==> src/rtl/fpnew_pkg.sv <==
// Shared FPU types: exception flag layout and buffer sizing helpers.
package fpnew_pkg;

  typedef struct packed {
    logic nv;
    logic dz;
    logic of;
    logic uf;
    logic nx;
  } status_t;

  // Pointer width for a circular buffer; never below one bit.
  function automatic int unsigned fifo_ptr_bits(input int unsigned depth);
    return (depth > 1) ? int'($clog2(depth)) : 1;
  endfunction

endpackage

==> src/rtl/fpnew_result_fifo.sv <==
// Output decoupling FIFO behind an operation group, with sticky exception
// flag accumulation over every retired result.
module fpnew_result_fifo
  import fpnew_pkg::*;
#(
  parameter int unsigned Width   = 32,
  parameter int unsigned Depth   = 4,
  parameter type         TagType = logic
) (
  input  logic                       clk_i,
  input  logic                       rst_i,
  input  logic [Width-1:0]           in_result_i,
  input  status_t                    in_status_i,
  input  logic                       in_ext_bit_i,
  input  TagType                     in_tag_i,
  input  logic                       in_valid_i,
  output logic                       in_ready_o,
  input  logic                       flush_i,
  output logic [Width-1:0]           out_result_o,
  output status_t                    out_status_o,
  output logic                       out_ext_bit_o,
  output TagType                     out_tag_o,
  output logic                       out_valid_o,
  input  logic                       out_ready_i,
  output status_t                    fflags_o,
  input  logic                       fflags_clr_i,
  output logic [$clog2(Depth+1)-1:0] usage_o,
  output logic                       busy_o
);

  localparam int unsigned PtrW = fifo_ptr_bits(Depth);
  localparam int unsigned CntW = $clog2(Depth + 1);
  localparam logic [PtrW-1:0] LastPtr = PtrW'(Depth - 1);
  localparam logic [CntW-1:0] FullCnt = CntW'(Depth);

  typedef struct packed {
    logic [Width-1:0] result;
    status_t          status;
    logic             ext_bit;
    TagType           tag;
  } entry_t;

  entry_t          storage_q [Depth];
  entry_t          head;
  entry_t          in_entry;
  logic [PtrW-1:0] wr_ptr_q, wr_ptr_d;
  logic [PtrW-1:0] rd_ptr_q, rd_ptr_d;
  logic [CntW-1:0] count_q, count_d;
  status_t         fflags_q, fflags_d;
  logic            push, pop, write_en;

  // Wrap at Depth-1 so non power-of-two depths work.
  function automatic logic [PtrW-1:0] ptr_inc(input logic [PtrW-1:0] p);
    return (p == LastPtr) ? '0 : p + PtrW'(1);
  endfunction

  assign in_ready_o = (count_q != FullCnt);
  assign out_valid_o = (count_q != '0);
  assign busy_o = (count_q != '0);
  assign usage_o = count_q;
  assign fflags_o = fflags_q;

  assign head = storage_q[rd_ptr_q];
  assign out_result_o = head.result;
  assign out_status_o = head.status;
  assign out_ext_bit_o = head.ext_bit;
  assign out_tag_o = head.tag;

  assign in_entry = '{result: in_result_i, status: in_status_i,
                      ext_bit: in_ext_bit_i, tag: in_tag_i};

  // Next-state for pointers, occupancy and sticky flags.
  always_comb begin
    wr_ptr_d = wr_ptr_q;
    rd_ptr_d = rd_ptr_q;
    count_d  = count_q;
    fflags_d = fflags_q;
    push     = in_valid_i & in_ready_o;
    pop      = out_valid_o & out_ready_i;
    write_en = push & ~flush_i;

    if (flush_i) begin
      wr_ptr_d = '0;
      rd_ptr_d = '0;
      count_d  = '0;
    end else begin
      if (push) wr_ptr_d = ptr_inc(wr_ptr_q);
      if (pop)  rd_ptr_d = ptr_inc(rd_ptr_q);
      case ({push, pop})
        2'b10:   count_d = count_q + CntW'(1);
        2'b01:   count_d = count_q - CntW'(1);
        default: count_d = count_q;
      endcase
    end

    // Clear takes effect before the popped status is merged in.
    if (fflags_clr_i) fflags_d = '0;
    if (pop && !flush_i) fflags_d = status_t'(fflags_d | head.status);
  end

  always_ff @(posedge clk_i or posedge rst_i) begin
    if (rst_i) begin
      wr_ptr_q <= '0;
      rd_ptr_q <= '0;
      count_q  <= '0;
      fflags_q <= '0;
    end else begin
      wr_ptr_q <= wr_ptr_d;
      rd_ptr_q <= rd_ptr_d;
      count_q  <= count_d;
      fflags_q <= fflags_d;
    end
  end

  always_ff @(posedge clk_i or posedge rst_i) begin
    if (rst_i) begin
      for (int unsigned i = 0; i < Depth; i++) storage_q[i] <= '0;
    end else if (write_en) begin
      storage_q[wr_ptr_q] <= in_entry;
    end
  end

endmodule

==> config.mk <==
export PLATFORM = sky130hd
export DESIGN_NAME = fpnew_result_fifo
export DESIGN_NICKNAME = d
export VERILOG_FILES = /design/src/rtl/fpnew_pkg.sv /design/src/rtl/fpnew_result_fifo.sv
export SDC_FILE = /design/constraint.sdc
export NUM_CORES = 1
export LEC_CHECK = 0
export BUFFER_PORTS_ARGS = -buffer_cell sky130_fd_sc_hd__buf_4
export CAP_MARGIN = 20
export CELL_PAD_IN_SITES_DETAIL_PLACEMENT = 0
export CELL_PAD_IN_SITES_GLOBAL_PLACEMENT = 1
export CORE_MARGIN = 4
export CORE_UTILIZATION = 42
export CTS_CLUSTER_DIAMETER = 120
export DETAILED_ROUTE_END_ITERATION = 10
export PLACE_DENSITY = 0.75
export SYNTH_ARGS = -nofsm -noshare
export SYNTH_HDL_FRONTEND = slang
export SYNTH_SLANG_ARGS = --single-unit
==> constraint.sdc <==
create_clock -name clk_i -period 8.5 [get_ports clk_i]
set_clock_uncertainty 0.15 [all_clocks]
set_input_delay 0.425 -clock clk_i [delete_from_list [all_inputs] [get_ports clk_i]]
set_output_delay 0.425 -clock clk_i [all_outputs]
set_load 0.05 [all_outputs]
==> results.ini, run 1 <==
[cts]
cts_tree=done
insertion_delay_ns=0.42
cts_buffers=17
max-clock-path-buffers=2
holdBufCountCts=0
clk_pin_slew_ns=0.06
ctsResizeCount=0
htreeDepth=4
root_buffer=clkbuf_16
post-cts-setup-buffer-count=0
cts_sinks=168

[logic_synthesis]
syn_area_mm2=0.00777
synth_cells=454
ys_seq_elements=168
syn_nets=505
synth_warnings=0
yosysTopAreaCell=dfrtp_1
synth_area_per_cell_um2=17.1
yosysSeqAreaShare_pct=54.1
async_reset_ff_share_pct=100
synth_ff_type=dfrtp_1
synth_top_area_share_pct=54.1
synth-edff-count=0
ys_types=35
synthTopCellsByArea=dfrtp_1, mux2_2, mux4_2

[critical_path]
r2r-start=usage_o[0]
r2r_end=usage_o[2]
setup.worst_path.end=out_result_o[19]
crit_path_end_kind=primary output
path_class=register to primary output
critPathLaunchType=register
crit_arrival_ns=2.49
critPathMaxFanout=30
timing.critical_path.required_ns=7.93
reg2reg_depth=6
r2r_slack_ns=5.72
critPathLaunch=rd_ptr_q[0]

[sta]
relSlewSlack_pct=37.4
worst_pin_slew_ns=0.939
final-setup-viol-count=0
drv_slew=0
rsz0062_at_grt=false
max_freq_ghz=0.326
post-route-period-util_pct=36.1
setup-tns-final_ns=0
period_needed_ns=3.06
hold_viol_final=0

[floorplan]
io_pins=95
die_x_um=144
die_area_mm2=0.0207
initial_core_util_pct=43.0
die_y_um=144
core_area_mm2=0.0181
placementRows=49

[placed_design]
dp_cells=748
io_buffers=94
place.gp.congestion=0.699
dpl.hpwl_mm=9.49

[route]
wl_per_cell_um=20.0
drc_errors=0
ant_nets=0
routed_wirelength_mm=15.6
vias=4214
vias_per_cell=5.40
drt_first_pass_iters=4
drt_iter0_markers=146

[finish]
area_growth_pct=16.4
n_antenna_cell=0
final_nets=590
stdcell_count=781
drive_gt1_share_pct=60.1

[power]
vdd_ir_drop_max_uv=164
powerDensity_mw_per_mm2=307
p_leak_nw=4.17

[global_route]
grt_pass1_wl_mm=25.7
grt_pass1_vias=4759
grt_max_degree=96
grt_use_total_pct=16.1
grt-ovfl-total=0
antenna_found_initial=0

[flow_run]
maxCapViolations=0

[status]
outcome=finished clean

[hold_path]
hold_class=primary input to async pin

-- cells by family (layout without fill, tap and decap cells) --
| family | count (synthesis) | count (layout) | share of synthesized area [%] |
|---|---|---|---|
| compound gates | 19 | 19 | 1.75 |
| xor+xnor | 1 | 1 | 0.113 |
| fa+ha+maj | 6 | 6 | 1.06 |
| buf+inv | 39 | 137 | 4.43 |
| flops | 168 | 168 | 54.1 |
| mux | 197 | 197 | 36.1 |
| simple gates | 24 | 24 | 2.46 |
-- cell usage after synthesis (4+ instances only) --
cell type    n
buf_12       8
dfrtp_1    168
a21oi_1      4
mux2_4      40
buf_2        7
ha_1         5
inv_1        7
mux4_2      39
nor2_1       6
a22o_1       5
buf_4       13
mux2_2     117
nand3_4      4
-- metrics by stage --
| step | power (W) | hold WS, ns | util [%] | cell area (um2) | setup WS, ns |
|---|---|---|---|---|---|
| floorplan | 0.00185 | 0.324 | - | 7770 | 3.38 |
| global placement | 0.00204 | 0.331 | 46.9 | 8480 | 5.76 |
| detailed placement | 0.00208 | 0.337 | 46.9 | 8480 | 5.71 |
| CTS | 0.00281 | 0.0561 | 49.9 | 9030 | 5.35 |
| global route | 0.00292 | 0.0768 | 50.0 | 9050 | 5.23 |
| finish | 0.00278 | 0.00962 | 50.0 | 9050 | 5.44 |
-- layout by cell type, fill, tap and decap left out, drive strengths merged, types with 2 or more instances in the layout --
| cell type | n |
|---|---|
| a21oi | 4 |
| a22o | 5 |
| buf | 97 |
| clkbuf | 22 |
| clkinv | 2 |
| clkinvlp | 6 |
| dfrtp | 168 |
| ha | 5 |
| inv | 9 |
| mux2 | 157 |
| mux4 | 39 |
| nand2 | 3 |
| nand3 | 7 |
| nor2 | 6 |
| o2111ai | 2 |
| o21ai | 2 |
| or3 | 2 |
| or4 | 2 |
-- critical path: stages (launching register included) --
cell	delay, ns
dfrtp_2	0.61
buf_4	0.61
mux4_2	0.62
buf_4	0.21
-- state kept, by name (all words and copies together), names as in the netlist --
| name | count |
|---|---|
| wr_ptr_q | 2 |
| storage_q | 156 |
| fflags_o | 5 |
| rd_ptr_q | 2 |
| usage_o | 3 |
-- cell type report --
type                       instances  area, um2
clock buffer                      22        454
inverter                           8       37.5
tap                              229        287
multi-input combinational        247       3230
fill                            1519       9040
clock inverter                    10       97.6
timing repair buffer              97        741
sequential                       168       4210
-- power by group --
part / total, W / switching, W / internal [W]
Combinational: 0.000900 / 0.000467 / 0.000434
Clock: 0.000724 / 0.000312 / 0.000412
Sequential: 0.00116 / 0.000124 / 0.00103
-- metal layers --
| metal | wire length [um] | GRT usage [%] |
|---|---|---|
| met5 | 0 | 0 |
| met4 | 176 | 3.91 |
| met3 | 790 | 4.93 |
| met2 | 7630 | 25.7 |
| met1 | 7000 | 21.7 |
-- worst min-delay path by stage --
stage / to / startpoint / slack (ns) / cells past startpoint
after floorplan: storage_q[56] / storage_q[56] / 0.32 / 1
after global placement: storage_q[20] / storage_q[20] / 0.33 / 1
after detailed placement: storage_q[73] / storage_q[73] / 0.34 / 1
after CTS: storage_q[121] / rst_i / 0.06 / 2
after global routing: fflags_o[0] / rst_i / 0.08 / 2
final: fflags_o[1] / rst_i / 0.01 / 2
(Power assumes the default switching activity.)
==> run 2, diff against run 1 <==
Settings changed: PLACE_DENSITY 0.75 to 0.77.
Clock period 8.5 ns to 2.7 ns, I/O delays scaled along.
==> run 2 against run 1 <==
First-iteration DRC count increased by 13%. Register-to-register slack got worse by 5.3 ns. Clock-buffer cell count increased by 1. Critical path type unchanged. Highest routed layer unchanged.
==> results.ini, run 2 (same netlist as run 1, synthesis figures left out) <==
[status]
outcome=finished clean

[placed_design]
pre_cts_slack_ns=0.384  ; -5.32 ns
dpl.hpwl_mm=10.1  ; +6.8%
io_buffers=94  ; unchanged
place.gp.congestion=0.729  ; +4.2%

[critical_path]
setup.worst_path.end=out_result_o[30]
critPathLaunchType=register
critPathMaxFanout=23  ; -23%
crit_arrival_ns=2.06  ; -0.43 ns
crit_path_end_kind=primary output
timing.critical_path.required_ns=2.41  ; -5.52 ns
r2r-start=usage_o[0]
critPathLaunch=rd_ptr_q[1]
path_class=register to primary output
r2r_slack_ns=0.38  ; -5.34 ns
reg2reg_depth=6  ; unchanged
r2r_end=usage_o[2]

[finish]
final_common_cell=dfrtp_1
drive_gt1_share_pct=56.9  ; -3.2 points
fill_cells=1454  ; -4.3%
area_growth_pct=25.7
final_cell_mix=dfrtp_1, mux2_2, buf_4
n_antenna_cell=0  ; unchanged
multiInputGateArea_mm2=0.00323  ; +0.16%
fin_util_pct=54.0  ; +4.0 points
final_nets=646  ; +9.5%
largest_register_ffs=156  ; unchanged
top_register=storage_q
seq_area_mm2=0.00421  ; unchanged

[cts]
clk_pin_slew_ns=0.06  ; about the same
cts_tree=done
root_buffer=clkbuf_16
cts_sinks=168  ; unchanged
insertion_delay_ns=0.42  ; about the same
max-clock-path-buffers=2  ; unchanged
cts_buffers=17  ; unchanged
htreeDepth=4  ; unchanged

[route]
vias=4370  ; +3.7%
ant_nets=0  ; unchanged
drt_iter0_markers=165  ; +13%
drt_first_pass_iters=4  ; unchanged
dr_wl_met2_mm=7.93  ; +3.9%
routed_wirelength_mm=15.9  ; +1.9%
top_layer=met4
wl_met1_mm=7.02  ; +0.31%
drc_errors=0  ; unchanged
wl_met3_um=782  ; -1.0%
vias_per_cell=5.23  ; -3.0%
wl_per_cell_um=19.0  ; -4.7%

[power]
p_leak_nw=4.51  ; +8.2%
vdd_ir_drop_max_uv=510  ; +210%
powerDensity_mw_per_mm2=945  ; +210%

[floorplan]
placementRows=49  ; unchanged
die_x_um=144  ; unchanged
initial_core_util_pct=43.0  ; unchanged
die_y_um=144  ; unchanged
die_area_mm2=0.0207  ; unchanged
core_area_mm2=0.0181  ; unchanged
io_pins=95  ; unchanged

[sta]
max_freq_ghz=0.426
post-route-period-util_pct=87.0
hold_viol_final=0  ; unchanged
worst_pin_slew_ns=0.687  ; -0.253 ns
relSlewSlack_pct=54.2  ; +17 points
period_needed_ns=2.35
setup_ws_ns=0.352  ; -5.08 ns
final-setup-viol-count=0  ; unchanged
drv_slew=0  ; unchanged
setup-tns-final_ns=0  ; unchanged
rsz0062_at_grt=false

[global_route]
grt_max_degree=54  ; -44%
grt_use_total_pct=16.5  ; +0.43 points
grt_pass1_vias=4956  ; +4.1%
grt-ovfl-total=0  ; unchanged
antenna_found_initial=0  ; unchanged
grt_pass1_wl_mm=26.5  ; +3.1%

[flow_run]
maxCapViolations=0  ; unchanged

[hold_path]
hold_class=primary input to async pin

==> run 2: changes by cell type in the layout (fill, tap and decap cells not counted), moves of 3 or more <==
cell,change
dlygate4sd3_1,+44
clkbuf_8,+3
clkinvlp_4,-5
buf_4,+5
buf_12,+7
bufinv_16,+4
==> run 2: cell type report <==
class / count / share of cell area (%)
Clock buffer: 23 / 4.99
Multi-Input combinational cell: 247 / 33.1
Inverter: 8 / 0.371
Sequential cell: 168 / 43.1
Timing Repair Buffer: 153 / 13.9
Tap cell: 229 / 2.93
Clock inverter: 7 / 1.68
==> run 2: timing repair <==
| item | 4_1_cts | 5_1_grt |
|---|---|---|
| hold endpoints to repair | 191 | 0 |
| setup buffers | 0 | 0 |
| endpoints found under the setup margin | 0 | 0 |
| hold buffers | 44 | 0 |
| gates resized for setup | 0 | 0 |
==> run 2: stage by stage <==
step	total power [W]	instance area, um2	instances	hold WS, ns
floorplan	0.00584	7780	454	0.134
global placement	0.00644	8680	761	0.0994
detailed placement	0.00657	8680	761	0.114
CTS	0.00934	9770	835	0.231
global route	0.00969	9770	835	0.248
finish	0.00924	9770	835	0.225
==> run 2: report_power, final <==
| group | switching [W] | total (W) | internal [W] |
|---|---|---|---|
| Clock | 0.000939 | 0.00267 | 0.00173 |
| Combinational | 0.00150 | 0.00293 | 0.00143 |
| Sequential | 0.000384 | 0.00364 | 0.00325 |
==> run 2: layer usage <==
layer / vias up / global-route usage (%)
met1: 2307 / 22.0
met2: 86 / 27.1
met3: 11 / 4.20
met5: - / 0
met4: 0 / 4.66
li1: 1966 / -
==> run 2: worst max-delay path: stages (launching register included) <==
cell and delay, ns:
dfrtp_2 0.81, mux4_2 0.62, buf_4 0.21
==> run 2: worst min-delay path by stage <==
stage	depth (start not counted)	slack, ns	from	endpoint
final	3	0.23	rst_i	storage_q[125]
after global routing	3	0.25	rst_i	storage_q[116]
after CTS	3	0.23	rst_i	storage_q[116]
after detailed placement	2	0.11	rst_i	storage_q[86]
after global placement	2	0.1	rst_i	storage_q[87]
after floorplan	1	0.13	in_result_i[3]	storage_q[10]
